--- config.mk ---
export PLATFORM = sky130hd
export DESIGN_NAME = inst_fetch_unit
export DESIGN_NICKNAME = d
export VERILOG_FILES = /design/src/rtl/inst_fetch_unit.sv
export SDC_FILE = /design/constraint.sdc
export NUM_CORES = 1
export LEC_CHECK = 0
export ABC_AREA = 1
export CAP_MARGIN = 40
export CORE_MARGIN = 2
export CORE_UTILIZATION = 45
export CTS_CLUSTER_SIZE = 30
export DETAILED_ROUTE_END_ITERATION = 8
export PLACE_DENSITY = 0.76
export RECOVER_POWER = 100
export SYNTH_ARGS = -nofsm -noshare
export SYNTH_HDL_FRONTEND = slang
export SYNTH_SLANG_ARGS = --single-unit
--- constraint.sdc ---
create_clock -name clock -period 12.45 [get_ports clock]
set_input_delay 3.1125 -clock clock [delete_from_list [all_inputs] [get_ports clock]]
set_output_delay 3.1125 -clock clock [all_outputs]
set_load 0.01 [all_outputs]
--- src/rtl/inst_fetch_unit.sv ---
// Fetch stage: issues sequential 16-bit fetches under a credit limit, queues the
// returned words with their PC, and on redirect flushes and drops the stale stream.
module inst_fetch_unit #(
  parameter int                ADDR_W   = 16,
  parameter logic [ADDR_W-1:0] RESET_PC = '0,
  parameter int                IQ_DEPTH = 2
) (
  input  logic              clock,
  input  logic              reset,
  output logic              imem_req_valid,
  input  logic              imem_req_ready,
  output logic [ADDR_W-1:0] imem_addr,
  input  logic              imem_rsp_valid,
  input  logic [15:0]       imem_rsp_data,
  input  logic              redirect_valid,
  input  logic [ADDR_W-1:0] redirect_pc,
  input  logic              stall,
  output logic              inst_valid,
  output logic [15:0]       inst,
  output logic [ADDR_W-1:0] inst_pc
);
  localparam int PW = $clog2(IQ_DEPTH);
  localparam int CW = PW + 1;

  logic [ADDR_W-1:0] r_fetch_pc;
  logic [15:0]       r_q_inst [IQ_DEPTH];
  logic [ADDR_W-1:0] r_q_pc   [IQ_DEPTH];
  logic [ADDR_W-1:0] r_pp     [IQ_DEPTH];
  logic [PW-1:0]     r_q_rd, r_q_wr, r_pp_rd, r_pp_wr;
  logic [CW-1:0]     r_q_cnt, r_out, r_drop;
  logic [15:0]       r_last_inst;
  logic [ADDR_W-1:0] r_last_pc;

  logic [CW:0]       w_used;
  logic              w_credit, w_accept, w_rsp, w_keep, w_pop;
  logic [ADDR_W-1:0] w_redir_pc;

  // Slots committed to the live stream: queued words plus requests still owed a reply.
  assign w_used     = {1'b0, r_q_cnt} + {1'b0, r_out} - {1'b0, r_drop};
  assign w_credit   = w_used < (CW+1)'(IQ_DEPTH);
  assign w_redir_pc = redirect_pc & ~ADDR_W'(1);

  assign imem_req_valid = w_credit && !redirect_valid && !reset;
  assign imem_addr      = r_fetch_pc;
  assign w_accept       = imem_req_valid && imem_req_ready;
  assign w_rsp          = imem_rsp_valid && (r_out != '0);
  assign w_keep         = w_rsp && (r_drop == '0);

  assign inst_valid = (r_q_cnt != '0);
  assign inst       = inst_valid ? r_q_inst[r_q_rd] : r_last_inst;
  assign inst_pc    = inst_valid ? r_q_pc[r_q_rd]   : r_last_pc;
  assign w_pop      = inst_valid && !stall;

  always_ff @(posedge clock or posedge reset) begin
    if (reset) begin
      r_fetch_pc  <= RESET_PC;
      r_q_rd      <= '0;
      r_q_wr      <= '0;
      r_pp_rd     <= '0;
      r_pp_wr     <= '0;
      r_q_cnt     <= '0;
      r_out       <= '0;
      r_drop      <= '0;
      r_last_inst <= '0;
      r_last_pc   <= '0;
      for (int i = 0; i < IQ_DEPTH; i++) begin
        r_q_inst[i] <= '0;
        r_q_pc[i]   <= '0;
        r_pp[i]     <= '0;
      end
    end else begin
      if (r_q_cnt != '0) begin
        r_last_inst <= r_q_inst[r_q_rd];
        r_last_pc   <= r_q_pc[r_q_rd];
      end
      if (redirect_valid) begin
        // Everything still owed by memory belongs to the abandoned stream.
        r_fetch_pc <= w_redir_pc;
        r_q_rd     <= '0;
        r_q_wr     <= '0;
        r_q_cnt    <= '0;
        r_pp_rd    <= '0;
        r_pp_wr    <= '0;
        r_out      <= r_out - CW'(w_rsp);
        r_drop     <= r_out - CW'(w_rsp);
      end else begin
        if (w_accept) begin
          r_fetch_pc       <= r_fetch_pc + ADDR_W'(2);
          r_pp[r_pp_wr]    <= r_fetch_pc;
          r_pp_wr          <= r_pp_wr + PW'(1);
        end
        r_out <= r_out + CW'(w_accept) - CW'(w_rsp);
        if (w_rsp && (r_drop != '0))
          r_drop <= r_drop - CW'(1);
        if (w_keep) begin
          r_q_inst[r_q_wr] <= imem_rsp_data;
          r_q_pc[r_q_wr]   <= r_pp[r_pp_rd];
          r_q_wr           <= r_q_wr + PW'(1);
          r_pp_rd          <= r_pp_rd + PW'(1);
        end
        if (w_pop)
          r_q_rd <= r_q_rd + PW'(1);
        r_q_cnt <= r_q_cnt + CW'(w_keep) - CW'(w_pop);
      end
    end
  end
endmodule

* Yosys cells after proc, flatten, opt, wreduce, memory -nomap -nowiden
Cells that the tools add are included.
** Word-level totals
- Output and inout bits :: 50
- Bits of input ports :: 38
- Logic and storage cells :: 95
- Flip-flop bits (word level) :: 154
** Cells by class
- Add/subtract/negate cells :: 13
- $lt $le $gt $ge :: 7
- Mux-type cells :: 32
- Reduce and logical (&&, ||, !) cells :: 22
- Bitwise gates (word level) :: 5
** Operators with widths (count)
- two-way mux 16 bit :: 15
- bitwise mux 32 bit :: 3
- demux 16 bit (select 1 bit) :: 2
- adder 16 x 2 -> 16 bit (second input constant) :: 1
- nonzero test 2 bit :: 7
- logical AND 1 bit :: 9
- >= comparator 2 bit (second input constant) :: 4
- two-way mux 1 bit :: 8
- two-way mux 2 bit :: 4
- inverter 1 -> 2 bit :: 4
- subtractor 2 x 1 -> 2 bit :: 3
- adder 1 bit (second input constant) :: 4
- adder 2 x 1 -> 2 bit :: 2
- less-than comparator 2 x 1 -> 1 bit (second input constant) :: 2
- AND reduction 2 bit :: 2
- adder 2 x 2 -> 3 bit :: 1
- logical NOT 1 bit :: 3
- less-than comparator 3 x 2 -> 1 bit (second input constant) :: 1
- subtractor 3 x 2 -> 3 bit :: 1
- logical NOT 2 bit :: 1
- subtractor 2 x 1 -> 2 bit (second input constant) :: 1
- inverter 1 bit :: 1

* Depth between registers and ports, before layout
- Depth after elaboration :: 9
- Depth in mapped cells :: 16
- Gate-level depth less buffers :: 15

* Least setup slack after synthesis
Ideal clock, no wire load.
- Path kind :: in2out
- Start point :: input port reset
- End point :: output port imem_req_valid
- Arrival time :: 5334 ps
- Setup slack :: 4004 ps
- Cell stages on the path :: 5
- Path buffers :: 0
- Required time :: 9337 ps
- Cells stage by stage :: inv_2 -> nand2_1 -> nor2_2 -> nand2_2 -> inv_1
** Between the ends
- Word-level cells in the longest chain between the ends :: 2
** Ends and longest elaborated chain
- start, declared :: RTL line 9 : input logic reset,
- logical NOT 1 bit (no line)
- logical AND 1 bit :: RTL line 43 : assign imem_req_valid = w_credit && !redirect_valid && !reset;
- end, declared :: RTL line 10 : output logic imem_req_valid,
Every way passes these cells.

* Final worst setup path
Ends and elaborated chain as after synthesis.

==> results summary <==
The run finished, with violations left. The checks that failed: max-capacitance violations, max-slew violations. Across all layers, the routed design uses 5740 vias. The power density over the cells is 253 mW/mm^2. The number of hold violations in the final report is 0.

The total I/O pin count is 88. The total CTS buffers is 17. The largest fanout on the critical path came out at 65. The starting DRC count in detailed routing is 457. The switching power summed over all nets came out at 0.000790 W.

The fraction of final layout cells with drive strength greater than 1 came out at 4.16%. Excluding fillers, the count of instances in the completed layout stands at 1102. The synthesized netlist contains 34 unique library cells. The timing-limited maximum frequency is 102 MHz. Dividing the detail-routed wire length by the instance count gives 14.9 um. The number of setup buffers added after CTS is 0.

The die footprint came out at ~0.017 mm^2. The number of nets handed over by synthesis was between 800 and 900. The max capacitance violation total came out at 5. In this run the clock root is driven by a clkbuf_16. The area added between synthesis and finish is 18.5%. The HPWL after detailed placement is 9820 um. The worst hold path belongs to the class flop to flop. The startpoint of the worst hold path is r_q_inst[26]. The mean area per synthesized cell came out at 8.34 um^2.

After global routing the overflow that remains totals 0. The clock-pin transition on the worst setup and hold timing paths is 60 ps. After detailed placement, the design holds a cell count of around 1100.

The first-pass GRT wire length is 27300 um. The proportion of synthesized area in mux cells came out at 0%. The worst hold margin came out at 470 ps. The area fraction in compound gates after synthesis came out at 11.5%.

The part of the power in the clock network came out at 22.3%. The analysis attributes to cell leakage a power of between 4 and 5 nW. After detailed routing, the number of remaining DRC violations is 0.

The data arrival time of the critical path came out at between 6000 and 7000 ps. The worst reg2reg path endpoint is r_q_wr. The clock latency on the worst-skew pair came out at 430 ps. The register area share after synthesis is 53.3%. The setup slack of the worst register-to-register path came out at 7200 ps.

The number of slew-limit violations in the final report is 184. The synthesized area came out at between 0.006 and 0.007 mm^2. The final layout contains 950 nets. The number of storage elements in the synthesis netlist came out at about 150.

The required time at the worst-slack endpoint came out at 9340 ps. The overall power came out at 0.00210 W. By area, the combinational part of the netlist is dominated by simple AND/OR/NAND/NOR gates. The sum of negative setup slack is 0 ps. The number of H-tree levels came out at 4. The iteration count of the initial detailed-routing pass is 5.

The starting utilization of the core area is 46.0%. The sequential fraction of design power came out at between 30% and 40%. The worst setup path is launched from an input pin. The peak per-stage delay on the critical path came out at 1310 ps. In this run the critical register-to-register path is launched from r_drop[0]. At the pin with the least slew margin, the transition time is roughly 2700 ps. The worst-case clock buffer depth came out at 2. The number of antenna diodes in the final layout is 0. The number of input and output port buffers inserted is 85. The core area is around 0.015 mm^2.

The number of buffers inserted by hold repair at cts is 0. The number of failing setup endpoints in the final timing report is 0. The post-synthesis share of cell area spent on full adders, half adders and majority gates came out at 2.00%. The share of total power consumed by net switching came out at 37.7%. Setup repair after global routing left no endpoint under its margin. The global placer's final weighted congestion is 0.830. The share of the synthesized netlist area taken by xor and xnor gates came out at roughly 1%. The class of the most critical setup path is input pin to output pin. The number of sinks handled by clock tree synthesis is ~150. The start point of the critical path is reset. The overall routed net length came out at 16400 um. The global-route usage over all layers is 20.7%. The headroom to the max-slew limit is -81.9%. The maximum resistive drop on vdd is 0.000116 V. The endpoint type of the worst setup path is an output pin. The cell count of the worst reg-to-reg path is 6.

The fraction of power consumed by combinational cells is 39.9%. The number of instances in the synthesized netlist came out at 839. After Yosys synthesis, and, or, nand and nor cells account for 25.6% of the synthesized area. The worst clock skew came out at 9.14 ps. The overall die width came out at roughly 130 um. TritonCTS built the clock tree.

For hold timing, the worst endpoint is r_q_inst[26]. The initial antenna violation count is 0. Traced cell by cell, the critical path runs through dlygate4sd3_1 -> clkinvlp_2 -> buf_16 -> nand2_1 -> nor2_1 -> nand2_1 -> inv_1 -> dlygate4sd3_1.

The number of global-route vias before repair came out at 5561. The post-cts sizing count is 0. In this run the vertical extent of the chip is 129 um.

The number of vias per cell after detailed routing is 5.21. The final period demand of the worst path came out at 9810 ps. The share of the clock period used by the worst path after layout is 78.8%. The fraction of the core area covered by cells at the end of the flow came out at 54.6%. The number of fill cells is 1368. The count of warnings emitted by yosys is 0.

The cell at the slowest stage of the critical path is clkinvlp_2. The number of nets still failing antenna checks after routing came out at 0. The count of standard-cell rows is 45. Entering global routing, the biggest net connects 66 pins.

The internal portion of the total power is 0.00131 W. The hold-critical path depth came out at 2.
-- logic make-up after synthesis --
family,Yosys count
AO/OA/AOI/OAI,139
XOR/XNOR,8
adder cells (fa/ha/maj),10
buffers and inverters,94
flip-flops,149
other,1
AND/OR/NAND/NOR,438
-- cell usage after synthesis, drive strengths merged --
| cell type | number | area (um^2) |
|---|---|---|
| buf | 30 | 216 |
| dfrtp | 149 | 3730 |
| nand2 | 311 | 1180 |
| a21boi | 2 | 15.0 |
| nor2 | 54 | 225 |
| o21a | 1 | 7.51 |
| a21oi | 63 | 315 |
| nand4 | 5 | 31.3 |
| nand3 | 65 | 338 |
| xor2 | 5 | 43.8 |
| o21bai | 1 | 7.51 |
| o21ai | 72 | 458 |
| inv | 45 | 171 |
| xnor2 | 3 | 26.3 |
| ha | 8 | 100 |
| or2 | 2 | 12.5 |
| conb | 1 | 3.75 |
| nor3 | 1 | 5.00 |
| fa | 2 | 40.0 |
| clkinv | 1 | 3.75 |
| clkbuf | 18 | 67.6 |
-- worst max-delay path: cells and delay by family --
family | cells | cell delay, ps
buffers and inverters | 5 | 3220
AND/OR/NAND/NOR | 3 | 310
-- layout make-up --
type	instances	area (um^2)	area share, %
Sequential cell	149	3730	45.0
Multi-Input combinational cell	596	2680	32.3
Timing Repair Buffer	92	945	11.4
Clock buffer	27	513	6.19
Tap cell	188	235	2.84
Inverter	46	175	2.11
Clock inverter	4	20.0	0.241
-- state kept, by name (all words and copies together), names as in the netlist, 2 cells and up --
register	cells
r_out	2
r_last_inst	16
r_last_pc	16
r_q_pc	30
r_q_inst	32
r_drop	2
r_q_cnt	2
r_pp	30
imem_addr	15
-- power by group through the flow --
stage	Clock, W	Combinational (W)	Sequential (W)
6_report	0.000467	0.000838	0.000793
4_1_cts	0.000475	0.000922	0.000793
2_1_floorplan	0	0.000560	0.000773
3_5_place_dp	0	0.000913	0.000798
3_3_place_gp	0	0.000883	0.000791
5_1_grt	0.000492	0.000953	0.000817
-- metal layers --
metal / GRT usage [%] / share of wire (%) / vias up
met3: 4.66 / 5.2 / 16
met4: 5.05 / 0.86 / 0
met2: 32.8 / 46 / 160
met5: 0 / 0 / -
li1: - / - / 2806
met1: 29.2 / 48 / 2758
-- worst max path at each step --
| stage | end | slack [ps] |
|---|---|---|
| after floorplan | imem_req_valid | 4000 |
| after global placement | imem_req_valid | 4000 |
| after detailed placement | imem_req_valid | 4080 |
| after CTS | imem_req_valid | 4080 |
| after global routing | imem_req_valid | 2130 |
| final | imem_req_valid | 2640 |
-- per-stage QoR --
stage,cell area [um^2],setup slack (ps)
final,8290,2640
after global routing,8290,2130
after CTS,8440,4080
after detailed placement,7910,4080
after global placement,7840,4000
after floorplan,7000,4000
-- cell usage in the layout, fill, tap and decap left out, types with 3 or more instances in the layout --
master / netlist / routed
clkinv_2: 0 / 4
dlygate4sd3_1: 0 / 52
inv_1: 40 / 42
clkbuf_16: 0 / 17
xnor2_1: 3 / 3
clkdlybuf4s50_1: 0 / 33
a21oi_1: 63 / 63
dfrtp_1: 149 / 149
o21ai_1: 6 / 3
ha_1: 8 / 8
nand3_1: 64 / 65
clkbuf_1: 18 / 8
nand4_1: 5 / 5
o21ai_0: 40 / 67
nand2_1: 307 / 311
xor2_1: 5 / 5
nor2_1: 49 / 52
clkbuf_8: 0 / 5
Power figures use the tool's default switching activity.
